===== config.mk =====
export PLATFORM = sky130hd
export DESIGN_NAME = drum_dot_acc
export DESIGN_NICKNAME = d
export VERILOG_FILES = /design/src/rtl/drum_pkg.sv /design/src/rtl/drum_sat_add.sv /design/src/rtl/drum_dot_acc.sv
export SDC_FILE = /design/constraint.sdc
export NUM_CORES = 1
export LEC_CHECK = 0
export ABC_AREA = 1
export CORE_MARGIN = 2
export CORE_UTILIZATION = 60
export CTS_CLUSTER_SIZE = 25
export DETAILED_ROUTE_END_ITERATION = 6
export DONT_BUFFER_PORTS = 1
export GPL_ROUTABILITY_DRIVEN = 0
export PLACE_DENSITY = 0.74
export SYNTH_ARGS = -nofsm -noshare
export SYNTH_HDL_FRONTEND = slang
export SYNTH_SLANG_ARGS = --single-unit

===== constraint.sdc =====
create_clock -name clk -period 2.85 [get_ports clk]
set_input_delay 0.57 -clock clk [delete_from_list [all_inputs] [get_ports clk]]
set_output_delay 0.57 -clock clk [all_outputs]
set_load 0.01 [all_outputs]

===== src/rtl/drum_pkg.sv =====
// Shared types and constants for the DRUM multiply-accumulate datapath.
package drum_pkg;

  typedef enum logic {S_ACC = 1'b0, S_OUT = 1'b1} state_t;

  localparam int DEF_MAX_TERMS = 16;
  localparam int CNT_W         = $clog2(DEF_MAX_TERMS + 1);

  function automatic longint sat_max(input int aw);
    return (64'sd1 <<< (aw - 1)) - 64'sd1;
  endfunction

  function automatic longint sat_min(input int aw);
    return -(64'sd1 <<< (aw - 1));
  endfunction

endpackage


===== src/rtl/drum_sat_add.sv =====
// Combinational sign-extending saturating adder: acc + prod clamped to AW bits.
module drum_sat_add
  import drum_pkg::*;
#(
  parameter int PW = 16,
  parameter int AW = 24
) (
  input  logic [AW-1:0] acc,
  input  logic [PW-1:0] prod,
  output logic [AW-1:0] sum,
  output logic          ovf
);

  localparam logic signed [AW:0] MAX_V = (AW+1)'(sat_max(AW));
  localparam logic signed [AW:0] MIN_V = (AW+1)'(sat_min(AW));

  function automatic logic signed [AW-1:0] sat_clamp(input logic signed [AW:0] v);
    if (v > MAX_V)      return MAX_V[AW-1:0];
    else if (v < MIN_V) return MIN_V[AW-1:0];
    else                return v[AW-1:0];
  endfunction

  logic signed [AW:0] acc_x;
  logic signed [AW:0] prod_x;
  logic signed [AW:0] wide;

  // One guard bit is enough: two AW-bit signed operands cannot overflow AW+1.
  assign acc_x  = $signed({acc[AW-1], acc});
  assign prod_x = $signed({{(AW + 1 - PW){prod[PW-1]}}, prod});
  assign wide   = acc_x + prod_x;
  assign sum    = sat_clamp(wide);
  assign ovf    = (wide > MAX_V) | (wide < MIN_V);

endmodule


===== src/rtl/drum_dot_acc.sv =====
// Frame accumulator behind the DRUM multiplier: sums signed products per frame
// and holds the saturated result on an output handshake.
module drum_dot_acc
  import drum_pkg::*;
#(
  parameter int PW        = 16,
  parameter int AW        = 24,
  parameter int MAX_TERMS = DEF_MAX_TERMS
) (
  input  logic                           clk,
  input  logic                           rst_n,
  input  logic                           clear,
  input  logic                           in_valid,
  output logic                           in_ready,
  input  logic [PW-1:0]                  in_prod,
  input  logic                           in_last,
  output logic                           out_valid,
  input  logic                           out_ready,
  output logic [AW-1:0]                  out_sum,
  output logic [$clog2(MAX_TERMS+1)-1:0] out_count,
  output logic                           out_sat
);

  localparam int CW = $clog2(MAX_TERMS + 1);

  state_t               state, state_nx;
  logic signed [AW-1:0] acc;
  logic signed [AW-1:0] add_sum;
  logic [CW-1:0]        cnt, cnt_nx;
  logic                 sat_flag, ovf, xfer, close;

  assign in_ready = (state == S_ACC) & ~clear & rst_n;
  assign xfer     = in_valid & in_ready;
  assign cnt_nx   = cnt + 1'b1;
  assign close    = xfer & (in_last | (cnt_nx == CW'(MAX_TERMS)));

  drum_sat_add #(.PW(PW), .AW(AW)) u_add (
    .acc (acc),
    .prod(in_prod),
    .sum (add_sum),
    .ovf (ovf)
  );

  always_comb begin
    state_nx = state;
    case (state)
      S_ACC:   if (close) state_nx = S_OUT;
      S_OUT:   if (out_ready) state_nx = S_ACC;
      default: state_nx = S_ACC;
    endcase
  end

  always_ff @(posedge clk) begin
    if (!rst_n) state <= S_ACC;
    else        state <= state_nx;
  end

  // The closing beat's post-update values go straight into the output registers.
  always_ff @(posedge clk) begin
    if (!rst_n) begin
      acc       <= '0;
      cnt       <= '0;
      sat_flag  <= 1'b0;
      out_valid <= 1'b0;
      out_sum   <= '0;
      out_count <= '0;
      out_sat   <= 1'b0;
    end else if (state == S_ACC) begin
      if (clear) begin
        acc      <= '0;
        cnt      <= '0;
        sat_flag <= 1'b0;
      end else if (xfer) begin
        acc      <= add_sum;
        cnt      <= cnt_nx;
        sat_flag <= sat_flag | ovf;
        if (close) begin
          out_sum   <= add_sum;
          out_count <= cnt_nx;
          out_sat   <= sat_flag | ovf;
          out_valid <= 1'b1;
        end
      end
    end else if (out_ready) begin
      acc       <= '0;
      cnt       <= '0;
      sat_flag  <= 1'b0;
      out_valid <= 1'b0;
    end
  end

endmodule


==> out/results.ini, run 1 <==
[hold_path]
hold-path-endpoint = out_count[1]
worstHoldStart = rst_n
whs_path_depth = 2
hp-class = input port to flip-flop

[layout]
final_nets = 729
antennaDiodeCount = 0
area_growth_pct = 6.24
drive_gt1_frac = 0.0555
final_cell_area_um2 = 4450

[cts]
hold_buffers = 0
cts.clk_slew.worst_paths_ps = 70
cts_max_level = 3
clk_root_buffer_cell = clkbuf_8
clock_sinks = 62
clockBufferDepth = 2
cts_inserted_buffers = 9
post_cts_buffers = 0
insertion_delay_ps = 340
cts_tree = done

[pwr]
power.share.sequential = 0.439
power_leakage_nw = 2.42
switchingPower_w = 0.000635
comb_power_share = 0.183
internal_power_w = 0.00147
peakVddDrop_uv = 410
clockPowerShare = 0.378
power_switching_share = 0.302
powerDensity_nw_per_um2 = 472

[critical_path]
cp_slowest_cell = fa_1
cp.arrival_ps = 2800
r2r.worst_path.cells = 17
end_kind = flip-flop
worstReg2RegEnd = out_sum[6]
critPathMaxStageDelay_ps = 390
worst_setup_path_start_kind = flip-flop
path_depth = 17
cp_max_fo = 24
worstSetupPathType = flip-flop to flip-flop
required_ps = 3080
path_cells = ha_1 -> inv_1 -> fa_1 -> inv_1 -> nand3_1 -> nand2_1 -> nand2_1 -> nand2_1 -> nand2_1 -> nand3_2 -> nand2_1 -> nand2_1 -> nand2_4 -> nand2_1 -> nand2_1 -> o21ai_1 -> inv_1
timing.rr.start = acc[0]
cpMostUsedCell = nand2_1
cp_top_family = simple AND/OR/NAND/NOR gates
ff2ff_setup_slack_ps = 290
cp.buffers_inverters = 3

[sta]
hold_viol_final = 0
fmax_ghz = 0.390
grt_setup_unrepaired = no
maxSlewHeadroom = 0.644
finalSetupViolations = 0
finalCriticalPeriod_ps = 2560
fin_worst_skew_ps = 7.17
slew_violations = 0
finalSetupTns_ps = 0
post-route-period-util = 0.900
worst_pin_slew_ps = 534

[floorplan]
num_rows = 30
start_util = 0.617
core_area_um2 = 6790
die_w_um = 87.6
die_height_um = 87.6
dieArea_um2 = 7670
boundaryPins = 54

[grt]
grt_pass1_wl_mm = 17.1
grt_pass1_vias = 3688
antenna_found_initial = 0
grt_overflow = 0
grt_start_max_net_pins = 54
grtUsageTotal = 0.286

[place]
io_buffers = 0
post-dp-hpwl_mm = 8.06
place_area_um2 = 4240

[yosys]
syn_area_um2 = 4190
synth-seq-area-share = 0.296
syn_avg_cell_area_um2 = 6.13
synth_cell_types = 29
synth_nets = 733
ys_seq_elements = 62
syn_inst = 684
ys_warn_count = 0

[drt]
vias_per_cell = 5.18
firstDrtPassIters = 6
antenna_left = 0
drtIter0Drc = 245
wirelength_mm = 10.5
avgRoutedWirePerCell_um = 13.5
vias = 4047
drc = 0

[run_status]
status = finished, final reports clean

[job]
maxCapViolations = 0

## stage by stage
step / power (W) / utilization / hold WS, ps / setup slack, ps / instances
after global placement: 0.00132 / 0.624 / 452 / 121 / 765
after CTS: 0.00211 / 0.655 / 357 / 225 / 781
final: 0.00210 / 0.656 / 364 / 286 / 781
after detailed placement: 0.00132 / 0.624 / 459 / 40.0 / 765
after global routing: 0.00221 / 0.656 / 353 / 12.2 / 781
after floorplan: 0.00125 / - / 445 / 426 / 684
## worst max-delay path by stage
stage | startpoint | endpoint | slack [ps]
6_report | acc[0] | out_sum[6] | 290
5_1_grt | acc[0] | out_sum[22] | 10
4_1_cts | acc[0] | out_sum[22] | 220
3_5_place_dp | in_prod[0] | out_sum[22] | 40
3_3_place_gp | in_prod[0] | out_sum[18] | 120
2_1_floorplan | in_prod[0] | out_sum[13] | 430
## cell usage in the layout (no fill, tap or decap)
cell,n
clkinvlp_4,3
inv_2,2
nand2_1,238
or2_2,1
o21ai_0,14
clkbuf_8,11
ha_1,26
o21ai_1,19
a21oi_1,51
xnor2_1,8
inv_1,93
o21bai_1,5
nand2_2,2
nand3_1,17
nor2_1,86
nor2_2,3
nor3_1,2
o21ai_2,1
bufinv_16,1
o211ai_1,1
nand2_4,2
dfxtp_1,62
and3_1,1
fa_1,1
and2_1,1
nand4_1,12
clkinv_2,1
nand3_2,3
xor2_1,10
a31o_2,1
buf_4,7
## flip-flops by register name, indices dropped and copies added, names as in the netlist
register	count
cnt	5
state	1
out_valid	1
sat_flag	1
out_count	5
out_sat	1
out_sum	24
acc	24
## metal layers
layer,share of wire,vias up,track usage
li1,-,2117,-
met1,0.44,1809,0.357
met2,0.49,103,0.494
met3,0.043,18,0.0650
met4,0.023,0,0.0867
met5,0,-,0
## cell families (layout without fill, tap and decap cells)
logic type / after synthesis / count (layout) / share of synthesized area
flip-flops: 62 / 62 / 0.296
buffers and inverters: 117 / 118 / 0.116
adder cells (fa/ha/maj): 27 / 27 / 0.0824
AND/OR/NAND/NOR: 368 / 368 / 0.354
AO/OA/AOI/OAI: 92 / 92 / 0.114
XOR/XNOR: 18 / 18 / 0.0376
## synthesized netlist by cell type
cell type / number / area, µm²
inv_1: 93 / 349
nand3_2: 3 / 30.0
a31o_2: 1 / 8.76
and3_1: 1 / 6.26
xor2_1: 10 / 87.6
clkbuf_1: 11 / 41.3
dfxtp_1: 62 / 1240
or2_2: 1 / 6.26
o21bai_1: 5 / 37.5
a21oi_1: 51 / 255
nor2_2: 3 / 18.8
nor2_1: 86 / 323
ha_1: 26 / 325
buf_6: 4 / 45.0
nand2_2: 3 / 18.8
and2_1: 1 / 6.26
nand2_1: 238 / 893
nand4_1: 12 / 75.1
buf_2: 4 / 20.0
inv_2: 2 / 7.51
o21ai_0: 15 / 75.1
xnor2_1: 8 / 70.1
nand2_4: 1 / 11.3
o21ai_1: 19 / 95.1
nor3_1: 2 / 10.0
o211ai_1: 1 / 7.51
fa_1: 1 / 20.0
nand3_1: 17 / 85.1
buf_4: 3 / 22.5
## repair_timing
| action | in CTS | in global routing |
|---|---|---|
| endpoints found under the setup margin | 0 | 3 |
| gates resized for setup | 0 | 1 |
| endpoints found under the hold margin | 0 | 0 |
## power groups by stage
stage	Clock (W)	Combinational, W	Sequential [W]
after floorplan	0	0.000311	0.000935
after global placement	0	0.000373	0.000943
after detailed placement	0	0.000379	0.000944
after CTS	0.000805	0.000381	0.000924
after global routing	0.000850	0.000436	0.000926
final	0.000795	0.000384	0.000924
## cell type report
class	instances	area (µm²)
Timing Repair Buffer	7	52.6
Inverter	95	357
Sequential cell	62	1240
Multi-Input combinational cell	505	2470
Clock inverter	5	57.6
Clock buffer	11	151
Fill cell	635	2340
Tap cell	96	120
No activity file was read; power rests on OpenSTA's default activity.
==> run 2: changes to the inputs <==
Settings changed: CORE_UTILIZATION 60 to 64, GPL_TIMING_DRIVEN set to 0, PLACE_DENSITY 0.74 to 0.78.
==> run 2 against run 1 <==
Worst setup slack lost 25 ps. First-iteration DRC count is 12% lower. Final cell count is 0.64% lower. Routed wire length increased by 0.14%. Die area is 6.0% lower. Sequential power about the same. Largest power group unchanged.
==> out/results.ini, run 2 (synthesis gave the netlist of run 1 again) <==
[drt]
vias_per_cell = 5.37  ; +3.7%
drc = 0  ; unchanged
vias = 4168  ; +3.0%
drtIter0Drc = 215  ; -12%
antenna_left = 0  ; unchanged
firstDrtPassIters = 5  ; -1
wirelength_mm = 10.6  ; +0.14%
avgRoutedWirePerCell_um = 13.6  ; +0.79%

[pwr]
power_w = 0.00213  ; +1.3%
peakVddDrop_uv = 416  ; +1.4%
power_leakage_nw = 2.46  ; +1.7%
powerDensity_nw_per_um2 = 473  ; +0.16%

[floorplan]
num_rows = 29  ; -3.3%
start_util = 0.660  ; +0.0432
core_area_um2 = 6350  ; -6.5%
die_height_um = 84.9  ; -3.0%
die_w_um = 84.9  ; -3.0%
boundaryPins = 54  ; unchanged
dieArea_um2 = 7210  ; -6.0%

[sta]
finalCriticalPeriod_ps = 2590  ; +25.3 ps
worst_pin_slew_ps = 500  ; -33.6 ps
slew_violations = 0  ; unchanged
fin_worst_skew_ps = 7.57  ; +0.402 ps
hold_viol_final = 0  ; unchanged
post-route-period-util = 0.909  ; +0.00888
finalSetupViolations = 0  ; unchanged
grt_setup_unrepaired = no
finalSetupTns_ps = 0  ; unchanged
fmax_ghz = 0.386  ; -0.98%
maxSlewHeadroom = 0.666  ; +0.0224

[grt]
grtUsageTotal = 0.305  ; +0.0186
grt_pass1_vias = 3973  ; +7.7%
antenna_found_initial = 0  ; unchanged
grt_overflow = 0  ; unchanged
grt_pass1_wl_mm = 17.7  ; +3.3%
grt_start_max_net_pins = 11  ; -80%

[layout]
final_nets = 744  ; +2.1%
mostFrequentLayoutCells = nand2_1, inv_1, nor2_1
antennaDiodeCount = 0  ; unchanged
drive_gt1_frac = 0.0601  ; +0.00461
area_growth_pct = 7.49
reg.largest.list = acc x24, out_sum x24
final_core_util = 0.710  ; +0.0541
n_fill_cell = 604  ; -4.9%
layout_commonest_cell = nand2_1

[critical_path]
cp.arrival_ps = 2820  ; +20 ps
cp_slowest_cell = fa_1
worstSetupPathType = flip-flop to flip-flop
required_ps = 3080  ; about the same
end_kind = flip-flop
worst_setup_path_start_kind = flip-flop
cp_max_fo = 10  ; -58%
critPathMaxStageDelay_ps = 410  ; +20 ps
cpMostUsedCell = nand2_1
cp.buffers_inverters = 4  ; +1
path_cells = ha_1 -> inv_1 -> fa_1 -> inv_1 -> nand3_1 -> nand2_2 -> nand2_1 -> nand2_2 -> nand2_1 -> nand3_2 -> nand2_1 -> nand2_1 -> nand2_4 -> buf_6 -> nand2_1 -> nand2_1 -> o21ai_1 -> inv_1
cp_top_family = simple AND/OR/NAND/NOR gates

[cts]
clk_root_buffer_cell = clkbuf_8
cts_tree = done
cts_inserted_buffers = 9  ; unchanged
hold_buffers = 0  ; unchanged
cts.clk_slew.worst_paths_ps = 60  ; about the same
clock_sinks = 62  ; unchanged
post_cts_buffers = 0  ; unchanged
cts_max_level = 3  ; unchanged
insertion_delay_ps = 340  ; about the same
clockBufferDepth = 2  ; unchanged

[job]
maxCapViolations = 0  ; unchanged

[place]
post-dp-hpwl_mm = 8.48  ; +5.1%
io_buffers = 0  ; unchanged

[hold_path]
hp-class = input port to flip-flop

[run_status]
status = finished, final reports clean

-- run 2: repair_timing --
action,in CTS,in global routing
setup endpoints to repair,0,40
hold endpoints to repair,0,0
resized for setup,0,3
-- run 2: worst register-to-register path: stages (launching register included) --
cell and delay, ps:
dfxtp_1 330, ha_1 170, inv_1 50, fa_1 410, inv_1 80, nand3_1 80
nand2_2 120, nand2_1 100, nand2_2 130, nand2_1 120, nand3_2 100, nand2_1 50
nand2_1 130, nand2_4 100, buf_6 160, nand2_1 100, nand2_1 90, o21ai_1 120
inv_1 50
-- run 2: area by class of cell --
class	count	area [µm²]	area share
plain buffers	22	129	0.0286
inverters	95	357	0.0791
clock inverters	3	42.5	0.00944
multi-input cells	505	2480	0.549
clock buffers	12	165	0.0366
well taps	77	96.3	0.0214
flip-flops and latches	62	1240	0.275
-- run 2: routing by layer --
metal | GRT usage | up-vias | part of all wire
met5 | 0 | - | 0
met4 | 0.0851 | 0 | 0.022
met3 | 0.0671 | 22 | 0.069
met2 | 0.535 | 134 | 0.49
met1 | 0.376 | 1864 | 0.42
li1 | - | 2148 | -
-- run 2: per-stage QoR --
step | cell area [µm²] | cells | setup WS, ps | hold slack (ps)
final | 4510 | 776 | 261 | 423
after global routing | 4510 | 776 | 18.4 | 448
after CTS | 4500 | 776 | 194 | 423
after detailed placement | 4290 | 761 | -30.4 | 457
after global placement | 4290 | 761 | 41.5 | 452
after floorplan | 4190 | 684 | 426 | 445
-- run 2: report_power, final --
group	internal [W]	leakage (nW)	switching [W]
Clock	0.000469	0.104	0.000329
Sequential	0.000895	0.503	0.0000276
Combinational	0.000135	1.86	0.000275
Total	0.00150	2.46	0.000631
-- run 2: path summary, 6_finish.rpt --
path	from	end	slack [ps]	depth (start not counted)
hold / removal	out_ready	out_valid	420	3
setup / recovery	acc[0]	out_sum[19]	260	18
hold reg to reg	sat_flag	sat_flag	470	2
setup reg to reg	acc[0]	out_sum[19]	260	18
